===== src/rtl/uart_boot_loader_pkg.sv =====
// Shared definitions for the UART boot loader.
// Contents: UART register addresses and the state enums of the main
// loader FSM and of the UART register-port sequencer.
package uart_boot_loader_pkg;

    localparam logic [1:0] RCV_BUF   = 2'd0;
    localparam logic [1:0] SND_BUF   = 2'd1;
    localparam logic [1:0] RCV_VALID = 2'd2;
    localparam logic [1:0] SND_READY = 2'd3;

    typedef enum logic [2:0] {
        StIdle,
        StSync,
        StLen,
        StNak,
        StWord,
        StMemW,
        StAck,
        StDone
    } main_state_e;

    typedef enum logic [3:0] {
        PortIdle,
        RxPoll,
        RxPw,
        RxRd,
        RxRw,
        TxPoll,
        TxPw,
        TxWr,
        TxGap1,
        TxGap2
    } port_state_e;

endpackage


===== src/rtl/uart_boot_loader_if.sv =====
// Bus bundle between the boot loader and its neighbours.
//   uart_*  : register port of the memory-mapped UART (rdata is registered by the UART)
//   mem_*   : instruction-memory write port (mem_we held until mem_ready)
// Modports: master = boot loader side, slave = UART/memory side.
interface uart_boot_loader_if;
    logic        uart_ce;
    logic [1:0]  uart_addr;
    logic        uart_read;
    logic        uart_write;
    logic [31:0] uart_wdata;
    logic [31:0] uart_rdata;
    logic [31:0] mem_addr;
    logic [31:0] mem_wdata;
    logic        mem_we;
    logic        mem_ready;

    modport master (
        output uart_ce, uart_addr, uart_read, uart_write, uart_wdata,
        output mem_addr, mem_wdata, mem_we,
        input  uart_rdata, mem_ready
    );

    modport slave (
        input  uart_ce, uart_addr, uart_read, uart_write, uart_wdata,
        input  mem_addr, mem_wdata, mem_we,
        output uart_rdata, mem_ready
    );
endinterface


===== src/rtl/uart_reg_port.sv =====
// UART register-port sequencer: byte fetch (get) and byte send (put) over the
// UART register bus, with all strobe timing handled here.
// Ports:
//   clock, reset     : clock, asynchronous active-high reset
//   get_req, put_req : held by the main FSM until ack; get has priority
//   tx_byte          : byte to send, captured when a put is accepted
//   ack              : one-cycle completion; rx_byte is valid with ack of a get
//   uart_*           : UART register bus
module uart_reg_port
    import uart_boot_loader_pkg::*;
(
    input  logic        clock,
    input  logic        reset,
    input  logic        get_req,
    input  logic        put_req,
    input  logic [7:0]  tx_byte,
    output logic        ack,
    output logic [7:0]  rx_byte,
    output logic        uart_ce,
    output logic [1:0]  uart_addr,
    output logic        uart_read,
    output logic        uart_write,
    output logic [31:0] uart_wdata,
    input  logic [31:0] uart_rdata
);

    port_state_e state_q, state_d;
    logic [7:0]  tx_q;

    // Only the low byte and the status bit of rdata are meaningful.
    logic unused_rdata;
    assign unused_rdata = ^uart_rdata[31:8];

    always_ff @(posedge clock or posedge reset) begin
        if (reset) begin
            state_q <= PortIdle;
        end else begin
            state_q <= state_d;
        end
    end

    always_comb begin
        state_d = state_q;
        unique case (state_q)
            PortIdle: begin
                if (get_req) begin
                    state_d = RxPoll;
                end else if (put_req) begin
                    state_d = TxPoll;
                end
            end
            RxPoll:  state_d = RxPw;
            // rdata for the status read is valid in the wait cycle.
            RxPw:    state_d = uart_rdata[0] ? RxRd : RxPoll;
            RxRd:    state_d = RxRw;
            RxRw:    state_d = PortIdle;
            TxPoll:  state_d = TxPw;
            TxPw:    state_d = uart_rdata[0] ? TxWr : TxPoll;
            TxWr:    state_d = TxGap1;
            // snd-ready lags the write, so keep the bus quiet for two cycles.
            TxGap1:  state_d = TxGap2;
            TxGap2:  state_d = PortIdle;
            default: state_d = PortIdle;
        endcase
    end

    always_comb begin
        uart_read  = 1'b0;
        uart_write = 1'b0;
        uart_addr  = RCV_BUF;
        uart_wdata = 32'd0;
        ack        = 1'b0;
        unique case (state_q)
            RxPoll: begin
                uart_read = 1'b1;
                uart_addr = RCV_VALID;
            end
            RxRd: begin
                uart_read = 1'b1;
                uart_addr = RCV_BUF;
            end
            TxPoll: begin
                uart_read = 1'b1;
                uart_addr = SND_READY;
            end
            TxWr: begin
                uart_write = 1'b1;
                uart_addr  = SND_BUF;
                uart_wdata = {24'd0, tx_q};
            end
            RxRw, TxGap2: ack = 1'b1;
            default: ;
        endcase
        uart_ce = uart_read | uart_write;
    end

    assign rx_byte = uart_rdata[7:0];

    always_ff @(posedge clock or posedge reset) begin
        if (reset) begin
            tx_q <= 8'd0;
        end else if (state_q == PortIdle && !get_req && put_req) begin
            tx_q <= tx_byte;
        end
    end

endmodule


===== src/rtl/uart_boot_loader.sv =====
// UART boot loader: hunts for a sync byte, reads a little-endian word count,
// writes that many little-endian words to program memory, answers with an
// 8-bit checksum (or NAK for an oversized count) and releases the CPU.
// Ports:
//   clock, reset : clock, asynchronous active-high reset
//   start        : pulse; accepted only in IDLE or DONE
//   bus          : UART register bus and program-memory write port (master side)
//   cpu_hold     : holds the CPU in reset until a load completes
//   busy         : FSM outside IDLE/DONE
//   done, error  : sticky result flags of the last frame
module uart_boot_loader
    import uart_boot_loader_pkg::*;
#(
    parameter logic [31:0] BASE_ADDR = 32'h0000_0000,
    parameter int unsigned MAX_WORDS = 16384,
    parameter logic [7:0]  SYNC_BYTE = 8'h55,
    parameter logic [7:0]  NAK_BYTE  = 8'hEE
) (
    input  logic                clock,
    input  logic                reset,
    input  logic                start,
    uart_boot_loader_if.master  bus,
    output logic                cpu_hold,
    output logic                busy,
    output logic                done,
    output logic                error
);

    main_state_e state_q, state_d;

    logic [1:0]  idx_q;
    logic [31:0] count_q;
    logic [31:0] word_cnt_q;
    logic [31:0] word_q;
    logic [31:0] addr_q;
    logic [7:0]  csum_q;
    logic        done_q;
    logic        error_q;
    logic        hold_q;

    logic        get_req;
    logic        put_req;
    logic [7:0]  tx_byte;
    logic        port_ack;
    logic [7:0]  rx_byte;
    logic        mem_we;

    logic        p_ce;
    logic [1:0]  p_addr;
    logic        p_read;
    logic        p_write;
    logic [31:0] p_wdata;

    // Count as it stands once the current byte is shifted in (complete on byte 3).
    logic [31:0] count_full;
    logic        len_last;
    logic        len_reject;
    assign count_full = {rx_byte, count_q[31:8]};
    assign len_last   = port_ack && (idx_q == 2'd3);
    assign len_reject = count_full > 32'(MAX_WORDS);

    uart_reg_port u_reg_port (
        .clock      (clock),
        .reset      (reset),
        .get_req    (get_req),
        .put_req    (put_req),
        .tx_byte    (tx_byte),
        .ack        (port_ack),
        .rx_byte    (rx_byte),
        .uart_ce    (p_ce),
        .uart_addr  (p_addr),
        .uart_read  (p_read),
        .uart_write (p_write),
        .uart_wdata (p_wdata),
        .uart_rdata (bus.uart_rdata)
    );

    assign bus.uart_ce    = p_ce;
    assign bus.uart_addr  = p_addr;
    assign bus.uart_read  = p_read;
    assign bus.uart_write = p_write;
    assign bus.uart_wdata = p_wdata;
    assign bus.mem_addr   = addr_q;
    assign bus.mem_wdata  = word_q;
    assign bus.mem_we     = mem_we;

    always_ff @(posedge clock or posedge reset) begin
        if (reset) begin
            state_q <= StIdle;
        end else begin
            state_q <= state_d;
        end
    end

    always_comb begin
        state_d = state_q;
        unique case (state_q)
            StIdle, StDone: if (start) state_d = StSync;
            StSync: if (port_ack && rx_byte == SYNC_BYTE) state_d = StLen;
            StLen: begin
                if (len_last) begin
                    if (count_full == 32'd0) begin
                        state_d = StAck;
                    end else if (len_reject) begin
                        state_d = StNak;
                    end else begin
                        state_d = StWord;
                    end
                end
            end
            StNak:  if (port_ack) state_d = StSync;
            StWord: if (port_ack && idx_q == 2'd3) state_d = StMemW;
            StMemW: begin
                if (bus.mem_ready) begin
                    state_d = (word_cnt_q + 32'd1 == count_q) ? StAck : StWord;
                end
            end
            StAck:  if (port_ack) state_d = StDone;
            default: state_d = StIdle;
        endcase
    end

    always_comb begin
        get_req = 1'b0;
        put_req = 1'b0;
        tx_byte = csum_q;
        mem_we  = 1'b0;
        unique case (state_q)
            StSync, StLen, StWord: get_req = 1'b1;
            StNak: begin
                put_req = 1'b1;
                tx_byte = NAK_BYTE;
            end
            StAck:  put_req = 1'b1;
            StMemW: mem_we  = 1'b1;
            default: ;
        endcase
        busy = (state_q != StIdle) && (state_q != StDone);
    end

    assign cpu_hold = hold_q;
    assign done     = done_q;
    assign error    = error_q;

    always_ff @(posedge clock or posedge reset) begin
        if (reset) begin
            idx_q      <= 2'd0;
            count_q    <= 32'd0;
            word_cnt_q <= 32'd0;
            word_q     <= 32'd0;
            addr_q     <= BASE_ADDR;
            csum_q     <= 8'd0;
            done_q     <= 1'b0;
            error_q    <= 1'b0;
            hold_q     <= 1'b1;
        end else begin
            unique case (state_q)
                StIdle, StDone: begin
                    if (start) begin
                        done_q  <= 1'b0;
                        error_q <= 1'b0;
                        hold_q  <= 1'b1;
                    end
                end
                StSync: begin
                    // A fresh frame starts: restart the image at BASE_ADDR.
                    if (port_ack && rx_byte == SYNC_BYTE) begin
                        idx_q      <= 2'd0;
                        csum_q     <= 8'd0;
                        word_cnt_q <= 32'd0;
                        addr_q     <= BASE_ADDR;
                        done_q     <= 1'b0;
                        error_q    <= 1'b0;
                    end
                end
                StLen: begin
                    if (port_ack) begin
                        count_q <= count_full;
                        csum_q  <= csum_q + rx_byte;
                        idx_q   <= idx_q + 2'd1;
                        if (len_last && len_reject) begin
                            error_q <= 1'b1;
                        end
                    end
                end
                StWord: begin
                    if (port_ack) begin
                        word_q <= {rx_byte, word_q[31:8]};
                        csum_q <= csum_q + rx_byte;
                        idx_q  <= idx_q + 2'd1;
                    end
                end
                StMemW: begin
                    if (bus.mem_ready) begin
                        addr_q     <= addr_q + 32'd4;
                        word_cnt_q <= word_cnt_q + 32'd1;
                    end
                end
                StAck: begin
                    if (port_ack) begin
                        done_q <= 1'b1;
                        hold_q <= 1'b0;
                    end
                end
                default: ;
            endcase
        end
    end

endmodule


===== src/flat_wrapper.sv =====
// flat-port wrapper written by rule: the top's interface ports become plain ports
module uart_boot_loader_flat import uart_boot_loader_pkg::*;
#(
    parameter logic [31:0] BASE_ADDR = 32'h0000_0000,
    parameter int unsigned MAX_WORDS = 16384,
    parameter logic [7:0]  SYNC_BYTE = 8'h55,
    parameter logic [7:0]  NAK_BYTE  = 8'hEE
)
  (clock, reset, start, cpu_hold, busy, done, error, bus_uart_ce, bus_uart_addr, bus_uart_read, bus_uart_write, bus_uart_wdata, bus_mem_addr, bus_mem_wdata, bus_mem_we, bus_uart_rdata, bus_mem_ready);
  uart_boot_loader_if bus_i ();
  input  logic clock;
  input  logic reset;
  input  logic start;
  output logic cpu_hold;
  output logic busy;
  output logic done;
  output logic error;
  output wire logic [$bits(bus_i.uart_ce)-1:0] bus_uart_ce;
  output wire logic [$bits(bus_i.uart_addr)-1:0] bus_uart_addr;
  output wire logic [$bits(bus_i.uart_read)-1:0] bus_uart_read;
  output wire logic [$bits(bus_i.uart_write)-1:0] bus_uart_write;
  output wire logic [$bits(bus_i.uart_wdata)-1:0] bus_uart_wdata;
  output wire logic [$bits(bus_i.mem_addr)-1:0] bus_mem_addr;
  output wire logic [$bits(bus_i.mem_wdata)-1:0] bus_mem_wdata;
  output wire logic [$bits(bus_i.mem_we)-1:0] bus_mem_we;
  input wire logic [$bits(bus_i.uart_rdata)-1:0] bus_uart_rdata;
  input wire logic [$bits(bus_i.mem_ready)-1:0] bus_mem_ready;
  assign bus_uart_ce = bus_i.uart_ce;
  assign bus_uart_addr = bus_i.uart_addr;
  assign bus_uart_read = bus_i.uart_read;
  assign bus_uart_write = bus_i.uart_write;
  assign bus_uart_wdata = bus_i.uart_wdata;
  assign bus_mem_addr = bus_i.mem_addr;
  assign bus_mem_wdata = bus_i.mem_wdata;
  assign bus_mem_we = bus_i.mem_we;
  assign bus_i.uart_rdata = bus_uart_rdata;
  assign bus_i.mem_ready = bus_mem_ready;
  uart_boot_loader #(.BASE_ADDR(BASE_ADDR), .MAX_WORDS(MAX_WORDS), .SYNC_BYTE(SYNC_BYTE), .NAK_BYTE(NAK_BYTE)) u_core (.clock(clock), .reset(reset), .start(start), .bus(bus_i), .cpu_hold(cpu_hold), .busy(busy), .done(done), .error(error));
endmodule

===== config.mk =====
export PLATFORM = sky130hd
export DESIGN_NAME = uart_boot_loader_flat
export DESIGN_NICKNAME = d
export VERILOG_FILES = /design/src/rtl/uart_boot_loader_pkg.sv /design/src/rtl/uart_boot_loader_if.sv /design/src/rtl/uart_reg_port.sv /design/src/rtl/uart_boot_loader.sv /design/src/flat_wrapper.sv
export SDC_FILE = /design/constraint.sdc
export NUM_CORES = 1
export LEC_CHECK = 0
export CAP_MARGIN = 20
export CORE_MARGIN = 2
export CORE_UTILIZATION = 54
export CTS_BUF_LIST = sky130_fd_sc_hd__clkbuf_8 sky130_fd_sc_hd__clkbuf_16
export CTS_CLUSTER_DIAMETER = 80
export DETAILED_ROUTE_END_ITERATION = 10
export PLACE_DENSITY = 0.81
export SYNTH_ARGS = -nofsm -noshare
export SYNTH_HDL_FRONTEND = slang
export SYNTH_HIERARCHICAL = 1
export SYNTH_SLANG_ARGS = --single-unit

===== constraint.sdc =====
create_clock -name clock -period 6.1 [get_ports clock]
set_input_delay 1.22 -clock clock [delete_from_list [all_inputs] [get_ports clock]]
set_output_delay 1.22 -clock clock [all_outputs]
set_load 0.005 [all_outputs]

==> out/qor.yml <==
global_route:
  antenna_found_initial: 0
  grt_pass1_wl_um: 33000
  grt_max_degree: 106
  grtUsageTotal: 0.248
  grt_pass1_vias: 6353
  grt_overflow: 0
route:
  first_iter_violations: 623
  drt_wl_total_um: 20300
  first_pass_iters: 7
  vias: 6766
  vias_per_cell: 5.87
  ant_nets: 0
  drc: 0
  wire_per_inst_um: 17.6
power:
  swShare: 0.246
  powerDensity_nw_per_um2: 230
  power_frac_clock: 0.443
  p_seq_frac: 0.468
  p_sw_uw: 572
  ir_worst_vdd_mv: 0.185
  p_leak_nw: 4.51
  p_int_mw: 1.76
  total_power_mw: 2.33
  comb_power_share: 0.089
die:
  initial_core_util: 0.549
  core_sq_um: 15800
  rows: 46
  ios: 142
  die_y_um: 131
  die_x_um: 131
  die_area_sq_um: 17100
cts:
  clkLatencyLatePin_ns: 0.43
  ctsHoldBuffers: 0
  htreeDepth: 4
  clk_pin_slew_worst_paths_ns: 0.06
  cts_buffer_depth: 2
  cts-resized-gates: 0
  cts.sinks: 154
  cts_tree: "yes"
  numCtsBuffers: 17
  cts_setup_buffers: 0
  root_buffer: "clkbuf_16"
timing:
  worstMarginPinSlew_ns: 1.00
  whs_ns: 0.501
  relSlewSlack: 0.332
  setup_violations: 0
  fin_ws_ns: 2.37
  max_freq_mhz: 268
  maxSlewViolCount: 0
  min_period_over_period: 0.611
  skew_ns: 0.00786
  hold_viol_final: 0
  rsz0062_at_grt: "no"
  min_period_ns: 3.73
  tns_ns: 0
synth:
  synth_edf_count: 0
  synthFlopType: "dfrtp_1"
  ys_ff_latch: 154
  synth_most_common_cell: "dfrtp_1"
  synth_area_leader_cell: "dfrtp_1"
  synthCells: 864
  synth_area_leaders: "dfrtp_1 44%, mux2_2 8.6%, xnor2_1 3.9%, o21ai_0 3.9%, xor2_1 3.4%"
  netlist-cell-type-count: 71
  synth_common_cells: "153 x dfrtp_1, 68 x o21ai_0, 66 x mux2_2, 60 x nor2_1, 59 x nand2_1"
  seq_area_frac_synth: 0.445
  synth_area_sq_um: 8660
  synth_top_area_share: 0.442
  synthArstFlopShare: 1.00
  syn_avg_cell_area_sq_um: 10.0
  ys_warn_count: 6
placed_design:
  numPortBuffers: 91
  dp_hpwl_um: 13700
  pre_cts_ws_ns: 1.94
  routabilityCongestion: 0.845
setup_path:
  end_kind: "flip-flop"
  crit_type: "in2reg"
  cp_max_fo: 6
  cp.arrival_ns: 4.03
  required_ns: 6.40
  worstSetupStartpointType: "input port"
final_layout:
  diodes: 0
  multi_input_area_sq_um: 4390
  syn_to_final_growth_pct: 16.9
  ff_latch_area_sq_um: 3850
  final_core_util: 0.642
  drive_above_1_share: 0.149
  n_fill_cell: 1206
  final_nets: 973
job:
  max-cap-violations: 0
worst_hold_path:
  min_path_type: "reg2reg"
run_status:
  status: "finished clean"
metrics by stage:
step / area [sq um] / instances
after floorplan: 8750 / 888
after global placement: 9550 / 1123
after detailed placement: 9550 / 1123
after CTS: 10100 / 1152
after global routing: 10100 / 1152
final: 10100 / 1152
power by group through the flow:
stage	Combinational, mW	Clock [mW]	Sequential [mW]
finish	0.207	1.03	1.09
global route	0.233	1.10	1.09
CTS	0.209	1.05	1.09
detailed placement	0.208	0	1.11
global placement	0.203	0	1.11
floorplan	0.165	0	1.08
placed cells by master (no fill, tap or decap), types with 4 or more instances in the layout:
cell / synthesis / final
and3_1: 9 / 9
o21bai_1: 4 / 4
o41ai_1: 6 / 6
conb_1: 2 / 26
nor3_1: 8 / 7
a31oi_1: 7 / 7
and2_1: 17 / 17
o21ai_0: 68 / 67
ha_1: 10 / 10
clkbuf_16: 0 / 17
mux2_4: 8 / 8
nor4_2: 4 / 4
mux2i_1: 4 / 4
nand4_1: 22 / 22
and4_1: 10 / 10
nor4_1: 15 / 15
nand3_1: 27 / 27
nor2b_1: 5 / 5
nor2_1: 60 / 58
a21oi_1: 28 / 28
o31ai_1: 16 / 16
or3_1: 9 / 9
dfrtp_1: 153 / 153
nor3_2: 3 / 4
buf_4: 35 / 7
clkdlybuf4s50_1: 0 / 91
nand2b_1: 12 / 12
xor2_1: 34 / 34
o21a_1: 6 / 6
xnor2_1: 39 / 39
inv_1: 17 / 16
nand2_1: 59 / 59
o2111ai_1: 4 / 4
a21o_1: 5 / 5
mux2_2: 66 / 66
critical path: stages:
cell and delay (ns):
clkdlybuf4s50_1 0.55, nor4_2 0.49, and4_1 0.37, o2111ai_1 0.25
nor3_1 0.72, nand3_1 0.20, xor2_1 0.19, nor2_1 0.06
flip-flops by register name, indices dropped and copies added (netlist names):
register and flops:
u_core/csum_q 8, u_core/u_reg_port/state_q 4, u_core/count_q 32, u_core/cpu_hold 1, u_core/bus.mem_addr 30, u_core/done 1
u_core/word_cnt_q 32, u_core/idx_q 2, u_core/state_q 3, u_core/bus.mem_wdata 32, u_core/error 1, u_core/u_reg_port/tx_q 8
per-layer routing:
metal | global-route usage | share of wire
met2 | 0.394 | 0.48
met5 | 0 | 0
met4 | 0.0676 | 0.015
met1 | 0.341 | 0.43
met3 | 0.0627 | 0.072
path summary, 6_finish.rpt:
check	slack (ns)	from	cells past startpoint	to
max	2.37	bus_uart_rdata[1]	8	u_core/bus.mem_addr[27]
min	0.50	u_core/u_reg_port/tx_q[6]	1	u_core/u_reg_port/tx_q[6]
max reg2reg	2.75	u_core/u_reg_port/state_q[0]	10	u_core/bus.mem_addr[27]
min reg2reg	0.50	u_core/u_reg_port/tx_q[6]	1	u_core/u_reg_port/tx_q[6]
max in group asynchronous	3.65	reset	3	u_core/bus.mem_addr[5]
min in group asynchronous	1.24	reset	2	u_core/u_reg_port/tx_q[4]
kinds of logic after synthesis:
family          share of synthesized area
flops                               0.445
other cells                      0.000867
mux                                 0.104
simple gates                        0.180
fa+ha+maj                          0.0168
xor+xnor                           0.0738
compound gates                      0.120
buf+inv                            0.0598
area by class of cell:
cell class / instances / area share
multi-input combinational: 637 / 0.434
sequential: 154 / 0.381
timing repair buffer: 98 / 0.0951
clock buffer: 19 / 0.0447
tap: 216 / 0.0267
clock inverter: 10 / 0.0119
inverter: 18 / 0.00717
Power figures use the tool's default switching activity.
